--- config.mk ---
export PLATFORM = sky130hd
export DESIGN_NAME = muldiv_seq
export DESIGN_NICKNAME = d
export VERILOG_FILES = /design/src/rtl/muldiv_seq.sv
export SDC_FILE = /design/constraint.sdc
export NUM_CORES = 1
export LEC_CHECK = 0
export ABC_AREA = 1
export BUFFER_PORTS_ARGS = -buffer_cell sky130_fd_sc_hd__buf_2
export CAP_MARGIN = 20
export CORE_MARGIN = 10
export CORE_UTILIZATION = 55
export DETAILED_ROUTE_END_ITERATION = 6
export GPL_TIMING_DRIVEN = 0
export PLACE_DENSITY = 0.76
export SLEW_MARGIN = 20
export SYNTH_ARGS = -nofsm -noshare
export SYNTH_HDL_FRONTEND = slang
export SYNTH_SLANG_ARGS = --single-unit
--- constraint.sdc ---
create_clock -name clk -period 2.6 [get_ports clk]
set_clock_uncertainty 0.2 [all_clocks]
set_input_delay 0.26 -clock clk [delete_from_list [all_inputs] [get_ports clk]]
set_output_delay 0.26 -clock clk [all_outputs]
set_load 0.02 [all_outputs]
--- src/rtl/muldiv_seq.sv ---
// Iterative RV32M-style multiply/divide sequencer: MUL, MULHU, DIVU, REMU
// via shift-add multiply and restoring divide, one bit per cycle.
module muldiv_seq #(
  parameter int unsigned DATA_WIDTH = 32
) (
  input  logic                  clk,
  input  logic                  reset,
  input  logic                  Start,
  input  logic [1:0]            Funct,
  input  logic [DATA_WIDTH-1:0] SrcA,
  input  logic [DATA_WIDTH-1:0] SrcB,
  input  logic                  Kill,
  output logic                  Busy,
  output logic                  Done,
  output logic [DATA_WIDTH-1:0] Result
);

  localparam logic [1:0] S_IDLE = 2'd0;
  localparam logic [1:0] S_RUN  = 2'd1;
  localparam logic [1:0] S_DONE = 2'd2;

  localparam int unsigned   CW       = (DATA_WIDTH > 1) ? $clog2(DATA_WIDTH) : 1;
  localparam logic [CW-1:0] CNT_LAST = CW'(DATA_WIDTH - 1);

  logic [1:0]            state_q, state_d;
  logic [CW-1:0]         cnt_q, cnt_d;
  logic [1:0]            funct_q, funct_d;
  // acc holds HI (multiply) or R (divide); lo holds LO or Q; opb holds M or D.
  logic [DATA_WIDTH-1:0] acc_q, acc_d;
  logic [DATA_WIDTH-1:0] lo_q, lo_d;
  logic [DATA_WIDTH-1:0] opb_q, opb_d;
  logic [DATA_WIDTH-1:0] result_q, result_d;

  logic [DATA_WIDTH:0]     mul_sum;
  logic [2*DATA_WIDTH-1:0] div_sh;
  logic [DATA_WIDTH-1:0]   div_r, div_q;
  logic [DATA_WIDTH:0]     div_trial;
  logic [DATA_WIDTH-1:0]   it_acc, it_lo;

  always_comb begin
    mul_sum   = {1'b0, acc_q} + (lo_q[0] ? {1'b0, opb_q} : '0);
    div_sh    = {acc_q, lo_q} << 1;
    div_r     = div_sh[2*DATA_WIDTH-1:DATA_WIDTH];
    div_q     = div_sh[DATA_WIDTH-1:0];
    div_trial = {1'b0, div_r} - {1'b0, opb_q};
    if (funct_q[1]) begin
      if (!div_trial[DATA_WIDTH]) begin
        it_acc = div_trial[DATA_WIDTH-1:0];
        it_lo  = div_q | DATA_WIDTH'(1);
      end else begin
        it_acc = div_r;
        it_lo  = div_q;
      end
    end else begin
      it_acc = mul_sum[DATA_WIDTH:1];
      it_lo  = {mul_sum[0], lo_q[DATA_WIDTH-1:1]};
    end
  end

  always_comb begin
    state_d  = state_q;
    cnt_d    = cnt_q;
    funct_d  = funct_q;
    acc_d    = acc_q;
    lo_d     = lo_q;
    opb_d    = opb_q;
    result_d = result_q;
    case (state_q)
      S_IDLE: begin
        if (Start && !Kill) begin
          funct_d = Funct;
          acc_d   = '0;
          lo_d    = Funct[1] ? SrcA : SrcB;
          opb_d   = Funct[1] ? SrcB : SrcA;
          cnt_d   = '0;
          if (Funct[1] && (SrcB == '0)) begin
            state_d  = S_DONE;
            result_d = Funct[0] ? SrcA : '1;
          end else begin
            state_d = S_RUN;
          end
        end
      end
      S_RUN: begin
        if (Kill) begin
          state_d = S_IDLE;
        end else begin
          acc_d = it_acc;
          lo_d  = it_lo;
          cnt_d = cnt_q + CW'(1);
          if (cnt_q == CNT_LAST) begin
            state_d = S_DONE;
            // Funct[0] picks the upper half (HI / remainder) for both op classes.
            result_d = funct_q[0] ? it_acc : it_lo;
          end
        end
      end
      S_DONE:  state_d = S_IDLE;
      default: state_d = S_IDLE;
    endcase
  end

  always_ff @(posedge clk) begin
    if (!reset) begin
      state_q  <= S_IDLE;
      cnt_q    <= '0;
      funct_q  <= '0;
      acc_q    <= '0;
      lo_q     <= '0;
      opb_q    <= '0;
      result_q <= '0;
    end else begin
      state_q  <= state_d;
      cnt_q    <= cnt_d;
      funct_q  <= funct_d;
      acc_q    <= acc_d;
      lo_q     <= lo_d;
      opb_q    <= opb_d;
      result_q <= result_d;
    end
  end

  assign Busy   = (state_q == S_RUN);
  assign Done   = (state_q == S_DONE);
  assign Result = result_q;

endmodule

# Word level (Yosys, flattened, before mapping)
# Cells that the tools add are included.
[op_classes]
add_sub_neg = 3
n_mul = 0
div = 0
n_lt_le_gt_ge = 0
eq_ne = 8
shift = 0
mux = 28
n_bitwise = 0
n_reduce_logical = 10
[op_table]
columns = ["operator", "count"]
rows = [
  ["$mux 32", 16],
  ["$pmux 32 s2", 3],
  ["$add 32x32->33", 1],
  ["$sub 32x32->33", 1],
  ["$logic_not 32->1", 1],
  ["$mux 5", 2],
  ["$pmux 5 s2", 1],
  ["$mux 2", 4],
  ["$ne 2x2->1 const B", 3],
  ["$add 5x1->5 const B", 1],
  ["$eq 5x5->1 const B", 1],
  ["$reduce_and 5->1", 1],
  ["$pmux 2 s2", 1],
  ["$reduce_and 2->1", 2],
  ["$ne 3x2->1 const B", 1],
  ["$reduce_and 3->1", 1],
  ["$eq 2x1->1 const B", 1],
  ["$eq 2x2->1 const B", 1],
  ["$logic_and 1x1->1", 2],
  ["$logic_not 2->1", 1],
  ["$ne 2x1->1 const B", 1],
  ["$reduce_bool 2->1", 1],
  ["$logic_not 1->1", 1],
  ["$mux 1", 1],
]
[word_totals]
ff_bits = 137
latchBits = 0
ram_bits = 0
rom_bits = 0
in_bits = 70
out_inout_bits = 34
mem_count = 0

# Logic depth before layout (Yosys ltp)
# Gate-level depths: netlist of run 1.
[depth]
depth_word = 7
depth_mapped = 19

# Worst setup path after synthesis of run 1
# OpenSTA, ideal clock, no wires.
[synth_timing]
path_type = "reg-to-reg"
start = "register lo_q[31]"
end = "register result_q[10], in the netlist Result[10]"
arrival_ps = 2196
t_required_ps = 2280
path_slack_ps = 84
stages_incl_launch_ff = 19
cell_sequence = "dfxtp_1 inv_1 ha_1 fa_1 inv_1 nand3_1 nand2_2 nand2_1 nand2_1 nand2_1 nand2_2 nand2_4 nand2_8 nor2_8 buf_6 nand2_1 nand3_1 o21bai_1 a21oi_1"
[synth_via]
elab_chain_len = 7
[synth_lines]
columns = ["item", "line_no", "text"]
rows = [
  ["from (decl)", "30", "logic [DATA_WIDTH-1:0] lo_q, lo_d;"],
  ["from (signal assigned)", "117", "lo_q <= lo_d;"],
  ["$sub 32x32->33", "45", "div_trial = {1'b0, div_r} - {1'b0, opb_q};"],
  ["$mux 32", "47", "if (!div_trial[DATA_WIDTH]) begin"],
  ["$mux 32", "46", "if (funct_q[1]) begin"],
  ["$mux 32", "94", "result_d = funct_q[0] ? it_acc : it_lo;"],
  ["$mux 32", "91", "if (cnt_q == CNT_LAST) begin"],
  ["$mux 32", "85", "if (Kill) begin"],
  ["$pmux 32 s2", "68", "case (state_q)"],
  ["to (signal assigned)", "119", "result_q <= result_d;"],
  ["to (decl)", "32", "logic [DATA_WIDTH-1:0] result_q, result_d;"],
]
# No other way between the ends. The select of a mux whose other input is x is not followed.
# A chain may end at the register's enable or synchronous reset.

# Worst setup path after layout of run 1
[layout_timing]
start = "register lo_q[31]"
end = "register result_q[18], in the netlist Result[18]"
# The elaborated chain is that of the path after synthesis.

==> results of run 1 <==
==> layout make-up <==
cell class	count	share of cell area, %
Antenna cell	1	0.0145
Tap cell	319	2.32
Timing Repair Buffer	170	7.17
Buffer	94	2.67
Inverter	449	9.87
Clock buffer	18	2.55
Clock inverter	14	0.799
Sequential cell	137	16.3
Multi-Input combinational cell	1703	58.3
==> worst paths after layout <==
check | from | to | slack (ns) | cells past startpoint
setup / recovery | lo_q[31]$_SDFFE_PN0P_ | Result[18]$_SDFFE_PN0P_ | -0.35 | 18
setup reg to reg | lo_q[31]$_SDFFE_PN0P_ | Result[18]$_SDFFE_PN0P_ | -0.35 | 18
hold / removal | SrcA[29] | lo_q[29]$_SDFFE_PN0P_ | 0.006 | 3
hold reg to reg | opb_q[7]$_SDFFE_PN0P_ | opb_q[7]$_SDFFE_PN0P_ | 0.29 | 2
==> cell usage in the layout (no fill, tap or decap), types with 27 or more instances in the layout <==
cell type and count:
a21oi_2 41, nand2_1 746, clkbuf_1 67, nand3_2 32
nand2_4 29, buf_2 109, nor2_1 86, dlygate4sd3_1 27
nand3_1 70, nand2_2 83, nand4_1 32, a31oi_1 29
o21ai_0 151, a21oi_1 141, ha_4 39, inv_1 423
dfxtp_2 29, dfxtp_1 98
==> where the power goes <==
part | switching (W) | total (W) | internal [W]
Sequential | 0.000106 | 0.00232 | 0.00222
Combinational | 0.00151 | 0.00221 | 0.000700
Clock | 0.00118 | 0.00254 | 0.00137
Total | 0.00279 | 0.00708 | 0.00428
==> cells by family (layout without fill, tap and decap cells) <==
logic type | Yosys count | after routing | share of synthesized area (%)
AO/OA/AOI/OAI | 419 | 419 | 17.3
XOR/XNOR | 13 | 13 | 0.868
adder cells (fa/ha/maj) | 69 | 69 | 6.69
buffers and inverters | 545 | 745 | 15.9
flip-flops | 137 | 137 | 20.9
multiplexers | 9 | 9 | 0.687
other | 0 | 1 | 0
AND/OR/NAND/NOR | 1193 | 1193 | 37.7
==> routing by layer <==
metal	wire, um	share of wire [%]	vias up
li1	-	-	7879
met1	22400	36	7815
met2	26600	43	1393
met3	7770	13	367
met4	4690	7.6	0
met5	0	0	-
==> metrics by stage <==
stage,std cells,instance area [sq um]
4_1_cts,2891,15900
3_5_place_dp,2805,14000
2_1_floorplan,2385,13100
3_3_place_gp,2805,14000
6_report,2905,17200
5_1_grt,2905,17200
==> state kept, by name, summed over array words and instances (netlist names) <==
| signal | flops |
|---|---|
| Result | 32 |
| acc_q | 32 |
| lo_q | 32 |
| opb_q | 32 |
| cnt_q | 5 |
| funct_q | 2 |
| state_q | 2 |
==> worst max-delay path: stages, from the launching register on <==
cell,delay [ns]
dfxtp_4,0.37
inv_4,0.05
ha_4,0.15
fa_2,0.40
inv_2,0.09
nand3_2,0.06
nand2_2,0.10
nand2_2,0.05
nand2_2,0.08
nand2_2,0.06
nand2_4,0.12
nand2_8,0.09
nand2_8,0.15
buf_12,0.13
buf_12,0.13
nand4_1,0.17
nand4_1,0.25
nand2_1,0.10
a21oi_1,0.12
==> repair_timing <==
item                       CTS  global route
hold buffers                27             0
hold endpoints to repair    16             0
resized for setup          185           303
buffers inserted            26            15
gates cloned                 2             2
pin swaps                   46            85
setup endpoints to repair   65            89
==> reports/results.ini, run 1 <==
[run_status]
status=complete, but fails checks
failed_checks=design-rule violations, negative setup slack

[global_routing]
grt_pass1_wl_um=88500
grtUsageMet2_pct=58.5
grt_max_degree=17
use_met3_pct=9.21
grt_pass1_vias=16100
grt_usage_pct=36.9
grtUsageMet1_pct=44.5
overflow=0
busiest_layer=met2
antenna_found_initial=1

[clock_network]
cts.sinks=137
clk_latency_ns=0.45
cts_tree=done
numCtsBuffers=17
cts_buffer_depth=2
htree_levels=4
clk_pin_slew_worst_paths_ns=0.07
clockRootBuffer=clkbuf_16

[synth]
synth_nets=2524
synth_edf_count=0
synthDistinctLibCells=42
yosys.area.top_type=nand2_1
ys_async_sr_fraction_pct=0
synthMostInstantiatedCell=nand2_1
synth_area_leaders=nand2_1 24%, dfxtp_1 21%, inv_1 13%
yosysWarningCount=0
syn_avg_cell_area_sq_um=5.50
synth_flop_cell=dfxtp_1
synth_common_cells=855 x nand2_1, 440 x inv_1, 182 x a21oi_1
ys_seq_area_share_pct=20.9
synthDominantCellAreaShare_pct=24.5
ys_ff_latch=137
postSynthCellCount=2385
syn_area_sq_um=13100

[finish]
finalNetCount=2711
drive_gt1_share_pct=22.9
final_util_pct=73.4
syn_to_final_growth_pct=31.3
multi_input_comb_area_sq_um=10000
fill_cells=1915
seq_area_sq_um=2820

[sta]
fin_crit_ns=2.95
hold_viol=0
hold_ws_ns=0.00631
fin_ws_ns=-0.348
tightest_slew_ns=1.09
finalCritPeriodShare_pct=113
drv_slew=0
fmax_mhz=339
rsz0062_at_grt=true
slew_headroom_pct=27.3
setup_viol=65
tns_ns=-13.02

[floorplanning]
die_height_um=174
num_io_pins=104
dieArea_sq_um=30400
num_rows=56
fp.coreArea_sq_um=23500
die_w_um=174
initial_core_util_pct=55.9

[critical_path]
startpoint_type=register
arrival_ns=3.12
crit_type=reg -> reg
worstPathRequired_ns=2.77
end_kind=register
critPathMaxFanout=7

[power]
finalPower_w=0.00708
power_leakage_nw=9.01
cellPowerDensity_nw_per_um2=411
ir_worst_vdd_mv=0.489

[drt]
via_count=17500
ant_nets=0
via_per_inst=6.01
routed_wl_um=61500
wire_per_inst_um=21.2
drt-pass1-iter-count=7
drc=23
first_iter_violations=2741

[place]
io_buffers=101
dp_hpwl_um=44100
place_ws_ns=-0.880
gp_congestion=1.03

[hold_path]
hold_path.class=in -> reg

[flow_run]
drv_cap=0

(Power assumes the default switching activity.)
==> run 2: changes to the inputs <==
--- a/config.mk
+++ b/config.mk
@@ -8,7 +8,6 @@
 export ABC_AREA = 1
 export BUFFER_PORTS_ARGS = -buffer_cell sky130_fd_sc_hd__buf_2
 export CAP_MARGIN = 20
-export CORE_MARGIN = 10
 export CORE_UTILIZATION = 55
 export DETAILED_ROUTE_END_ITERATION = 6
 export GPL_TIMING_DRIVEN = 0
==> reports/results.ini, run 2 (synthesis results as in run 1) <==
[drt]
ant_nets=0
via_count=16700
first_iter_violations=2073
drc=0
routed_wl_um=56300
via_per_inst=5.79
wire_per_inst_um=19.5
drt-pass1-iter-count=6

[clock_network]
clockRootBuffer=clkbuf_16
clk_pin_slew_worst_paths_ns=0.07
cts.sinks=137
clk_latency_ns=0.44
cts_tree=done
numCtsBuffers=17
cts_buffer_depth=2
htree_levels=4

[power]
cellPowerDensity_nw_per_um2=413
p_seq_share_pct=34.2
p_clk_share_pct=35.2
ir_worst_vdd_mv=0.495
power_switching_w=0.00262
power_leakage_nw=8.83
internal_power_w=0.00419
combinationalPowerShare_pct=30.7
swShare_pct=38.5

[critical_path]
critPathMaxFanout=10
r2r_start=lo_q[31]$_SDFFE_PN0P_
r2r_slack_ns=-0.33
startpoint_type=register
crit_type=reg -> reg
end_kind=register
worstPathRequired_ns=2.72
r2r_cells=18
reg2reg_to=Result[7]$_SDFFE_PN0P_
arrival_ns=3.05

[place]
place_ws_ns=-0.926
gp_congestion=1.12
io_buffers=101
dp_hpwl_um=42600

[finish]
syn_to_final_growth_pct=25.7
finalNetCount=2699
drive_gt1_share_pct=19.0
layout_commonest_cell=nand2_1
final_util_pct=70.5
n_antenna_cell=0
final_cell_mix=771 x nand2_1, 433 x inv_1, 156 x a21oi_1, 149 x o21ai_0, 109 x buf_2

[global_routing]
grt_usage_pct=45.4
antenna_found_initial=0
overflow=0
grt_max_degree=17
grt_pass1_vias=15000
grt_pass1_wl_um=83100

[sta]
fin_ws_ns=-0.330
fin_crit_ns=2.93
drv_slew=0
hold_viol=0
tightest_slew_ns=1.05
setup_viol=65
slew_headroom_pct=30.0
rsz0062_at_grt=true
fmax_mhz=341
finalCritPeriodShare_pct=113

[floorplanning]
initial_core_util_pct=56.1
die_w_um=156
fp.coreArea_sq_um=23400
dieArea_sq_um=24500
die_height_um=156
num_rows=56
num_io_pins=104

[hold_path]
hold_path.class=in -> reg
whs_endpoint=lo_q[15]$_SDFFE_PN0P_
hp-start=SrcA[15]
hold_path_depth=3

[flow_run]
drv_cap=0

[run_status]
status=complete, but fails checks
failed_checks=negative setup slack

## run 2: worst max-delay path by stage
| stage | startpoint | end | slack (ns) |
|---|---|---|---|
| after global routing | lo_q[0]$_SDFFE_PN0P_ | Result[31]$_SDFFE_PN0P_ | -0.39 |
| after global placement | lo_q[0]$_SDFFE_PN0P_ | Result[31]$_SDFFE_PN0P_ | -0.94 |
| final | lo_q[31]$_SDFFE_PN0P_ | Result[7]$_SDFFE_PN0P_ | -0.33 |
| after CTS | lo_q[31]$_SDFFE_PN0P_ | Result[30]$_SDFFE_PN0P_ | -0.26 |
| after floorplan | lo_q[31]$_SDFFE_PN0P_ | Result[10]$_SDFFE_PN0P_ | 0.08 |
| after detailed placement | lo_q[0]$_SDFFE_PN0P_ | Result[31]$_SDFFE_PN0P_ | -0.93 |
## run 2: final cells by class
cell class,count,area (sq um)
Multi-Input combinational cell,1703,9500
Clock buffer,19,453
Buffer,94,464
Sequential cell,137,2780
Clock inverter,13,108
Fill cell,2180,6910
Timing Repair Buffer,158,1080
Inverter,449,1700
Tap cell,319,399
## run 2: layer usage
layer	GRT usage (%)	vias up	wire, um
li1	-	7834	-
met1	57.9	7521	21700
met2	71.8	1125	24600
met3	8.45	268	6430
met4	25.7	0	3620
met5	0	-	0
## run 2: power groups by stage
stage	Sequential (W)	Combinational (W)	Clock, W
global placement	0.00235	0.00168	0
floorplan	0.00235	0.00109	0
finish	0.00232	0.00209	0.00239
global route	0.00233	0.00223	0.00245
detailed placement	0.00235	0.00170	0
CTS	0.00231	0.00188	0.00236
## run 2: critical path, cell delays in order (launching register included)
cell and delay, ns:
dfxtp_4 0.39, inv_6 0.04, ha_4 0.15, fa_2 0.40, inv_2 0.09, nand3_2 0.06
nand2_2 0.10, nand2_2 0.06, nand2_2 0.07, nand2_2 0.07, nand2_4 0.11, nand2_8 0.09
nand2_8 0.14, nor2_8 0.08, buf_12 0.19, nand2_2 0.07, nand4_1 0.23, nand2_1 0.19
a21oi_1 0.08
## run 2: timing repair
action	in CTS	in global routing
hold buffers	24	0
setup buffers	22	10
resized for setup	175	178
endpoints found under the setup margin	65	80
hold endpoints to repair	13	0
gates cloned	2	0
pin swaps	47	67
## run 2: stage by stage
step                TNS (ns)  hold WS, ns  total power (W)  cells  area, sq um
floorplan                  0        0.221          0.00344   2385        13100
global placement      -46.92        0.256          0.00403   2805        14000
detailed placement    -46.93        0.268          0.00405   2805        14000
CTS                    -8.23      0.00416          0.00656   2884        15700
global route          -16.70       0.0215          0.00701   2892        16500
finish                -10.44       0.0101          0.00680   2892        16500
